===== src/rtl/grade_sort_sequencer.sv =====
// Conveyor grading sequencer: accepts one item, waits for the sensors to settle, grades it,
// holds the diverter gate on the matching bin, and keeps saturating per-grade tallies.
module grade_sort_sequencer #(
  parameter int unsigned SETTLE_CYCLES = 4,
  parameter int unsigned GATE_CYCLES   = 8,
  parameter int unsigned CNT_W         = 8
) (
  input  logic             clk,
  input  logic             rst_n,
  input  logic             item_valid_i,
  output logic             item_ready_o,
  input  logic             weight_ok_i,
  input  logic             size_ok_i,
  input  logic             color_ok_i,
  input  logic             clear_counts_i,
  output logic             grade_valid_o,
  output logic [1:0]       grade_o,
  output logic [1:0]       bin_sel_o,
  output logic             gate_en_o,
  output logic [CNT_W-1:0] cnt_high_o,
  output logic [CNT_W-1:0] cnt_medium_o,
  output logic [CNT_W-1:0] cnt_low_o,
  output logic [CNT_W-1:0] cnt_reject_o,
  output logic             overrun_o
);

  localparam int unsigned MaxCycles = (SETTLE_CYCLES > GATE_CYCLES) ? SETTLE_CYCLES
                                                                     : GATE_CYCLES;
  localparam int unsigned TimerW    = (MaxCycles > 1) ? $clog2(MaxCycles) : 1;
  localparam logic [TimerW-1:0] SettleLoad = TimerW'(SETTLE_CYCLES - 1);
  localparam logic [TimerW-1:0] GateLoad   = TimerW'(GATE_CYCLES - 1);

  localparam logic [1:0] GradeHigh   = 2'd3;
  localparam logic [1:0] GradeMedium = 2'd2;
  localparam logic [1:0] GradeLow    = 2'd1;
  localparam logic [1:0] GradeReject = 2'd0;

  typedef enum logic [1:0] {StIdle, StSettle, StGrade, StDivert} state_e;

  state_e              state_q, state_d;
  logic [TimerW-1:0]   timer_q, timer_d;
  logic [1:0]          grade_q, grade_d;
  logic [1:0]          bin_sel_q;
  logic                sample;
  logic                valid_q;
  logic                overrun_q;
  logic [CNT_W-1:0]    cnt_q [4];

  always_comb begin
    if (!weight_ok_i) begin
      grade_d = GradeReject;
    end else if (!size_ok_i) begin
      grade_d = GradeLow;
    end else if (!color_ok_i) begin
      grade_d = GradeMedium;
    end else begin
      grade_d = GradeHigh;
    end
  end

  always_comb begin
    state_d = state_q;
    timer_d = timer_q;
    sample  = 1'b0;
    case (state_q)
      StIdle: begin
        if (item_valid_i) begin
          state_d = StSettle;
          timer_d = SettleLoad;
        end
      end
      StSettle: begin
        if (timer_q == '0) begin
          state_d = StGrade;
          sample  = 1'b1;
        end else begin
          timer_d = timer_q - TimerW'(1);
        end
      end
      StGrade: begin
        state_d = StDivert;
        timer_d = GateLoad;
      end
      StDivert: begin
        if (timer_q == '0) begin
          state_d = StIdle;
        end else begin
          timer_d = timer_q - TimerW'(1);
        end
      end
      default: state_d = StIdle;
    endcase
  end

  always_ff @(posedge clk or negedge rst_n) begin
    if (!rst_n) begin
      state_q   <= StIdle;
      timer_q   <= '0;
      grade_q   <= GradeReject;
      bin_sel_q <= GradeReject;
      valid_q   <= 1'b0;
    end else begin
      state_q <= state_d;
      timer_q <= timer_d;
      valid_q <= item_valid_i;
      if (sample) begin
        grade_q <= grade_d;
      end
      if (state_q == StGrade) begin
        bin_sel_q <= grade_q;
      end
    end
  end

  // Only a fresh offer while busy is an overrun; a level held since acceptance is the
  // pending next item, picked up in the following idle cycle.
  logic overrun_set;
  assign overrun_set = item_valid_i && !valid_q && (state_q != StIdle);

  always_ff @(posedge clk or negedge rst_n) begin
    if (!rst_n) begin
      overrun_q <= 1'b0;
    end else if (clear_counts_i) begin
      overrun_q <= 1'b0;
    end else if (overrun_set) begin
      overrun_q <= 1'b1;
    end
  end

  always_ff @(posedge clk or negedge rst_n) begin
    if (!rst_n) begin
      for (int i = 0; i < 4; i++) begin
        cnt_q[i] <= '0;
      end
    end else begin
      for (int i = 0; i < 4; i++) begin
        if (clear_counts_i) begin
          cnt_q[i] <= '0;
        end else if (state_q == StGrade && grade_q == 2'(i) && cnt_q[i] != '1) begin
          cnt_q[i] <= cnt_q[i] + CNT_W'(1);
        end
      end
    end
  end

  assign item_ready_o  = (state_q == StIdle);
  assign grade_valid_o = (state_q == StGrade);
  assign grade_o       = (state_q == StGrade) ? grade_q : 2'd0;
  assign gate_en_o     = (state_q == StDivert);
  assign bin_sel_o     = bin_sel_q;
  assign overrun_o     = overrun_q;
  assign cnt_high_o    = cnt_q[3];
  assign cnt_medium_o  = cnt_q[2];
  assign cnt_low_o     = cnt_q[1];
  assign cnt_reject_o  = cnt_q[0];

endmodule


===== config.mk =====
export PLATFORM = sky130hd
export DESIGN_NAME = grade_sort_sequencer
export DESIGN_NICKNAME = d
export VERILOG_FILES = /design/src/rtl/grade_sort_sequencer.sv
export SDC_FILE = /design/constraint.sdc
export NUM_CORES = 1
export LEC_CHECK = 0
export BUFFER_PORTS_ARGS = -buffer_cell sky130_fd_sc_hd__buf_2
export CELL_PAD_IN_SITES_DETAIL_PLACEMENT = 1
export CELL_PAD_IN_SITES_GLOBAL_PLACEMENT = 1
export CORE_AREA = 8 8 80 82
export CTS_BUF_LIST = sky130_fd_sc_hd__clkbuf_16
export CTS_CLUSTER_DIAMETER = 200
export DETAILED_ROUTE_END_ITERATION = 16
export DIE_AREA = 0 0 88 90
export HOLD_SLACK_MARGIN = 0.02
export PLACE_DENSITY = 0.89
export SYNTH_ARGS = -nofsm -noshare
export SYNTH_HDL_FRONTEND = slang
export SYNTH_SLANG_ARGS = --single-unit

===== constraint.sdc =====
create_clock -name clk -period 2.8 [get_ports clk]
set_clock_uncertainty 0.05 [all_clocks]
set_input_delay 0.84 -clock clk [delete_from_list [all_inputs] [get_ports clk]]
set_output_delay 0.84 -clock clk [all_outputs]
set_load 0.05 [all_outputs]

==> results of run 1 <==
==> kinds of logic after synthesis <==
| kind of cell | share of synthesized area [%] |
|---|---|
| adder cells (fa/ha/maj) | 5.55 |
| XOR/XNOR | 5.44 |
| buffers and inverters | 3.61 |
| AND/OR/NAND/NOR | 20.2 |
| AO/OA/AOI/OAI | 13.8 |
| flip-flops | 47.7 |
| multiplexers | 3.72 |
==> cell usage after synthesis (all sizes together), types with 5 or more instances <==
library cell / number / area share [%]
a21oi: 15 / 3.3
and2: 6 / 1.7
and3: 5 / 1.4
clkbuf: 6 / 1.0
dfrtp: 43 / 48
ha: 10 / 5.5
inv: 10 / 1.7
mux2i: 5 / 2.2
nand2: 8 / 1.3
nand3: 9 / 2.0
nand4: 7 / 1.9
nor2: 24 / 4.0
nor3: 8 / 1.8
o211ai: 5 / 1.7
o21ai: 14 / 3.1
or3: 7 / 1.9
xor2: 14 / 5.4
==> per-stage QoR <==
stage               cells  area [um2]  hold WS [ns]  power [mW]
detailed placement    339        2540         0.443        1.58
CTS                   347        2730         0.461        2.33
global route          347        2730         0.479        2.43
global placement      339        2540         0.427        1.54
floorplan             229        2260         0.438        1.40
finish                347        2730         0.458        2.30
==> power groups by stage <==
stage | combinational, mW | clock (mW) | sequential [mW]
2_1_floorplan | 0.489 | 0 | 0.906
3_3_place_gp | 0.734 | 0 | 0.807
3_5_place_dp | 0.767 | 0 | 0.816
4_1_cts | 0.774 | 0.753 | 0.806
5_1_grt | 0.835 | 0.778 | 0.822
6_report | 0.760 | 0.739 | 0.805
==> area by class of cell <==
class / count / area (um2) / area share (%)
timing repair buffer: 47 / 238 / 8.71
clock buffer: 5 / 125 / 4.59
clock inverter: 3 / 63.8 / 2.34
inverter: 10 / 37.5 / 1.38
tap: 72 / 90.1 / 3.30
sequential: 43 / 1080 / 39.4
multi-input combinational: 167 / 1100 / 40.3
==> layer usage <==
layer / GRT usage (%) / part of all wire (%) / vias up
met1: 18.1 / 42 / 943
li1: - / - / 906
met5: 0 / 0 / -
met3: 4.46 / 5.7 / 10
met4: 5.60 / 1.7 / 0
met2: 25.3 / 50 / 37
==> sequential cells by signal (all words and copies together) (netlist names), 2 cells and up <==
name          flops
cnt_high_o        8
bin_sel_o         2
cnt_medium_o      8
cnt_low_o         8
timer_q           3
state_q           2
grade_q           2
cnt_reject_o      8
==> worst register-to-register path, cell delays in order, from the launching register on <==
cell	delay (ns)
dfrtp_1	0.47
inv_1	0.14
ha_1	0.39
nand3b_1	0.15
a41o_1	0.37
or4_1	0.45
a21oi_1	0.15
==> worst max-delay path by stage <==
stage / slack, ns / to / depth (start not counted) / start
floorplan: 0.21 / grade_o[0] / 4 / state_q[0]
global placement: 0.53 / grade_o[1] / 4 / state_q[0]
detailed placement: 0.46 / grade_o[1] / 4 / state_q[0]
CTS: 0.15 / grade_o[1] / 4 / state_q[0]
global route: 0.05 / grade_o[1] / 4 / state_q[0]
finish: 0.17 / grade_o[1] / 4 / state_q[0]
==> impl_metrics.env, run 1 <==
export IMPL_synth_edf_count=0
export IMPL_critical_path_top_delay_family="flip-flops"
export IMPL_final_fill_count=623
export IMPL_worst_flop_to_flop_path_startpoint="state_q[0]"
export IMPL_finalWeightedCongestion=0.769
export IMPL_mostFrequentLayoutCell="buf_2"
export IMPL_resized_gates_after_cts=0
export IMPL_fp_dieH_um=90
export IMPL_place_worst_setup_slack_ns=0.457
export IMPL_postRouteWirelength_um=5780
export IMPL_grt_remaining_overflow=0
export IMPL_cts_tree="yes"
export IMPL_worst_setup_path_end_kind="output port"
export IMPL_post_route_worst_setup_slack_ns=0.171
export IMPL_synth_top_flop_cell="dfrtp_1"
export IMPL_core_area_um2=5240
export IMPL_cts_sink_count=43
export IMPL_critical_path_reg2reg_endpoint="cnt_medium_o[6]"
export IMPL_setup_reg_to_reg_worst_slack_ns=0.56
export IMPL_worst_hold_path_type="flop to flop"
export IMPL_clkPwrFrac_pct=32.1
export IMPL_drtAntennaViolNets=0
export IMPL_clock_insertion_delay_worst_skew_ns=0.28
export IMPL_slew_viol_final=0
export IMPL_total_leakage_power_nw=1.35
export IMPL_timing_fmax_mhz=380
export IMPL_grt_use_total_pct=15.3
export IMPL_hold_path_endpoint="overrun_o"
export IMPL_io_pin_count=47
export IMPL_hold_buffers=0
export IMPL_post_synth_num_cell_types=38
export IMPL_fp_row_count=27
export IMPL_n_antenna_cell=0
export IMPL_cp_cell_sequence="inv_1, ha_1, and2_1, buf_2"
export IMPL_drt_iter0_drc=47
export IMPL_drt_drc_violations_left=0
export IMPL_final_layout_size_suffix_gt1_share_pct=21.5
export IMPL_post_dr_wirelength_cell_um=16.7
export IMPL_setup_tns_ns=0
export IMPL_die_width_um=88
export IMPL_mostFrequentLayoutCells="buf_2, dfrtp_1, nor2_1"
export IMPL_peakVddDrop_v=0.000524
export IMPL_sequentialPowerShare_pct=34.9
export IMPL_count_of_h_tree_levels_built_during_cts=2
export IMPL_timing_worst_slew_pin_value_ns=0.624
export IMPL_grt_start_max_net_pins=44
export IMPL_path_buf_inv=2
export IMPL_syn_avg_cell_area_um2=9.85
export IMPL_power_frac_comb_pct=33.0
export IMPL_cp_slowest_stage_delay_ns=0.47
export IMPL_detailroute_via_count=1896
export IMPL_ys_seq_area_share_pct=47.7
export IMPL_postSynthNetCount=246
export IMPL_drv_cap=0
export IMPL_cts_buffer_depth=2
export IMPL_power_report_internal_total_mw=1.45
export IMPL_firstDrtPassIters=4
export IMPL_fin_util_pct=52.1
export IMPL_first_global_vias=2087
export IMPL_path_clk_slew_ns=0.06
export IMPL_ys_async_sr_fraction_pct=100
export IMPL_min_path_cells=2
export IMPL_worstPathRequired_ns=1.91
export IMPL_timing_reg2reg_worst_path_depth=6
export IMPL_net_switching_power_uw=857
export IMPL_unrepaired_setup_endpoints_after_global_routing="no"
export IMPL_cp_start_kind="flop"
export IMPL_number_of_instances_in_the_synthesized_netlist=229
export IMPL_finalHoldViolCount=0
export IMPL_post_synth_instance_area_um2=2260
export IMPL_critical_path_class="flop to output port"
export IMPL_hp_start="overrun_o"
export IMPL_postSynthRegisterBits=43
export IMPL_slew_headroom_pct=58.4
export IMPL_crit_path_top_delay_cell="dfrtp_1"
export IMPL_finalCritPeriodShare_pct=93.9
export IMPL_critical_path_max_fanout=10
export IMPL_period_minus_slack_ns=2.63
export IMPL_power_share_switching_pct=37.2
export IMPL_grt_antenna_before_repair=0
export IMPL_cts_root_buf="clkbuf_16"
export IMPL_route_detailed_vias_per_inst=5.46
export IMPL_status="finished clean"
export IMPL_power_per_cell_area_nw_per_um2=844
export IMPL_area_growth_syn_to_layout_pct=21.0
export IMPL_design_die_area_um2=7920
export IMPL_cts_setup_buffers=0
export IMPL_initial_utilization_pct=43.1
export IMPL_cts_buffer_count=5
export IMPL_ys_warnings_count=0
export IMPL_finish_net_count=291
export IMPL_port_buffers=46
export IMPL_setup_viol_count_final=0
export IMPL_grt_pass1_wl_um=9930
export IMPL_hpwlAfterDp_um=4080
export IMPL_critPathArrivalTime_ns=1.74
Note: power is estimated with default switching activity, not from simulation.
==> inputs of run 2 (changes only) <==
- BUFFER_PORTS_ARGS: -buffer_cell sky130_fd_sc_hd__buf_2 -> default
- CORE_AREA: 8 8 80 82 -> 8 8 76 78
- DIE_AREA: 0 0 88 90 -> 0 0 84 86
- DONT_BUFFER_PORTS: default -> 1
- PLACE_DENSITY: 0.89 -> 0.87
==> impl_metrics.env, run 2 (same netlist as run 1, synthesis figures left out) <==
export IMPL_area_growth_syn_to_layout_pct=12.4
export IMPL_power_per_cell_area_nw_per_um2=833
export IMPL_grt_remaining_overflow=0
export IMPL_route_detailed_vias_per_inst=5.95
export IMPL_power_share_switching_pct=38.9
export IMPL_period_minus_slack_ns=2.50
export IMPL_timing_worst_slew_pin_value_ns=0.690
export IMPL_initial_utilization_pct=49.1
export IMPL_mostFrequentLayoutCell="dfrtp_1"
export IMPL_final_layout_size_suffix_gt1_share_pct=10.0
export IMPL_totalPowerFinal_mw=2.11
export IMPL_design_die_area_um2=7220
export IMPL_timing_fmax_mhz=400
export IMPL_power_report_internal_total_mw=1.29
export IMPL_port_buffers=0
export IMPL_cp_start_kind="flop"
export IMPL_drt_drc_violations_left=0
export IMPL_grt_pass1_wl_um=9070
export IMPL_detailroute_via_count=1748
export IMPL_die_width_um=84
export IMPL_finalCritPeriodShare_pct=89.2
export IMPL_count_of_h_tree_levels_built_during_cts=2
export IMPL_cts_root_buf="clkbuf_16"
export IMPL_mostFrequentLayoutCells="dfrtp_1, nor2_1, a21oi_1"
export IMPL_clock_insertion_delay_worst_skew_ns=0.28
export IMPL_final_fill_count=526
export IMPL_postRouteWirelength_um=5300
export IMPL_peakVddDrop_v=0.000559
export IMPL_clkPwrFrac_pct=26.2
export IMPL_cts_buffer_depth=2
export IMPL_critical_path_max_fanout=9
export IMPL_slew_headroom_pct=54.0
export IMPL_grt_antenna_before_repair=0
export IMPL_fp_row_count=25
export IMPL_power_frac_comb_pct=32.3
export IMPL_place_worst_setup_slack_ns=0.619
export IMPL_drtAntennaViolNets=0
export IMPL_cts_tree="yes"
export IMPL_first_global_vias=1868
export IMPL_slew_viol_final=0
export IMPL_grt_start_max_net_pins=44
export IMPL_post_route_worst_setup_slack_ns=0.303
export IMPL_net_switching_power_uw=823
export IMPL_cts_setup_buffers=0
export IMPL_sequentialPowerShare_pct=41.5
export IMPL_core_area_um2=4600
export IMPL_grt_use_total_pct=15.2
export IMPL_total_leakage_power_nw=1.15
export IMPL_firstDrtPassIters=4
export IMPL_stdcell_count=294
export IMPL_setup_viol_count_final=0
export IMPL_fp_dieH_um=86
export IMPL_cts_buffer_count=5
export IMPL_path_clk_slew_ns=0.06
export IMPL_io_pin_count=47
export IMPL_critPathArrivalTime_ns=1.61
export IMPL_post_dr_wirelength_cell_um=18.0
export IMPL_critical_path_class="flop to output port"
export IMPL_finish_net_count=256
export IMPL_drt_iter0_drc=92
export IMPL_hold_buffers=0
export IMPL_finalWeightedCongestion=0.746
export IMPL_setup_tns_ns=0
export IMPL_resized_gates_after_cts=0
export IMPL_post_place_cells=286
export IMPL_finalHoldViolCount=0
export IMPL_status="finished clean"
export IMPL_worst_setup_path_end_kind="output port"
export IMPL_worstPathRequired_ns=1.91
export IMPL_drv_cap=0
export IMPL_cts_sink_count=43
export IMPL_unrepaired_setup_endpoints_after_global_routing="no"
export IMPL_hpwlAfterDp_um=3780
export IMPL_n_antenna_cell=0
export IMPL_worst_hold_path_type="primary input to asynchronous set/reset pin"
run 2: critical path: stages (launching register included):
cell and delay [ns]:
dfrtp_1 0.46, inv_1 0.13, ha_1 0.35, and2_1 0.23, buf_12 0.15
run 2: power by group through the flow:
stage | combinational [mW] | clock [mW] | sequential [mW]
after CTS | 0.690 | 0.570 | 0.878
after global placement | 0.668 | 0 | 0.881
after global routing | 0.756 | 0.591 | 0.893
after detailed placement | 0.686 | 0 | 0.886
after floorplan | 0.489 | 0 | 0.906
final | 0.683 | 0.553 | 0.876
run 2: path summary, 6_finish.rpt:
check | startpoint | end | slack, ns | depth (start not counted)
max | state_q[0] | grade_o[1] | 0.30 | 4
min | rst_n | cnt_reject_o[6] | 0.20 | 0
max reg2reg | state_q[0] | cnt_medium_o[6] | 0.64 | 6
min reg2reg | valid_q | overrun_o | 0.47 | 3
max in group asynchronous | rst_n | cnt_high_o[0] | 2.42 | 0
min in group clk | valid_q | overrun_o | 0.47 | 3
run 2: through the flow:
| step | utilization, % | hold WS (ns) | cell area, um2 |
|---|---|---|---|
| after floorplan | - | 0.438 | 2260 |
| after global placement | 52.1 | 0.459 | 2390 |
| after detailed placement | 52.1 | 0.461 | 2390 |
| after CTS | 55.2 | 0.194 | 2540 |
| after global routing | 55.2 | 0.188 | 2540 |
| final | 55.2 | 0.200 | 2540 |
run 2: cell type report:
| cell class | count | area [um2] | area share [%] |
|---|---|---|---|
| clock buffers | 5 | 125 | 4.93 |
| clock inverters | 3 | 16.3 | 0.641 |
| multi-input cells | 167 | 1100 | 43.3 |
| inverters | 10 | 37.5 | 1.48 |
| well taps | 54 | 67.6 | 2.66 |
| repair buffers | 12 | 115 | 4.54 |
| flip-flops and latches | 43 | 1080 | 42.4 |
run 2: layer usage:
layer	GRT usage, %	up-vias	share of wire, %
met1	17.9	864	43
met5	0	-	0
met4	3.45	0	0.87
met2	24.9	38	49
li1	-	840	-
met3	6.35	6	7.0
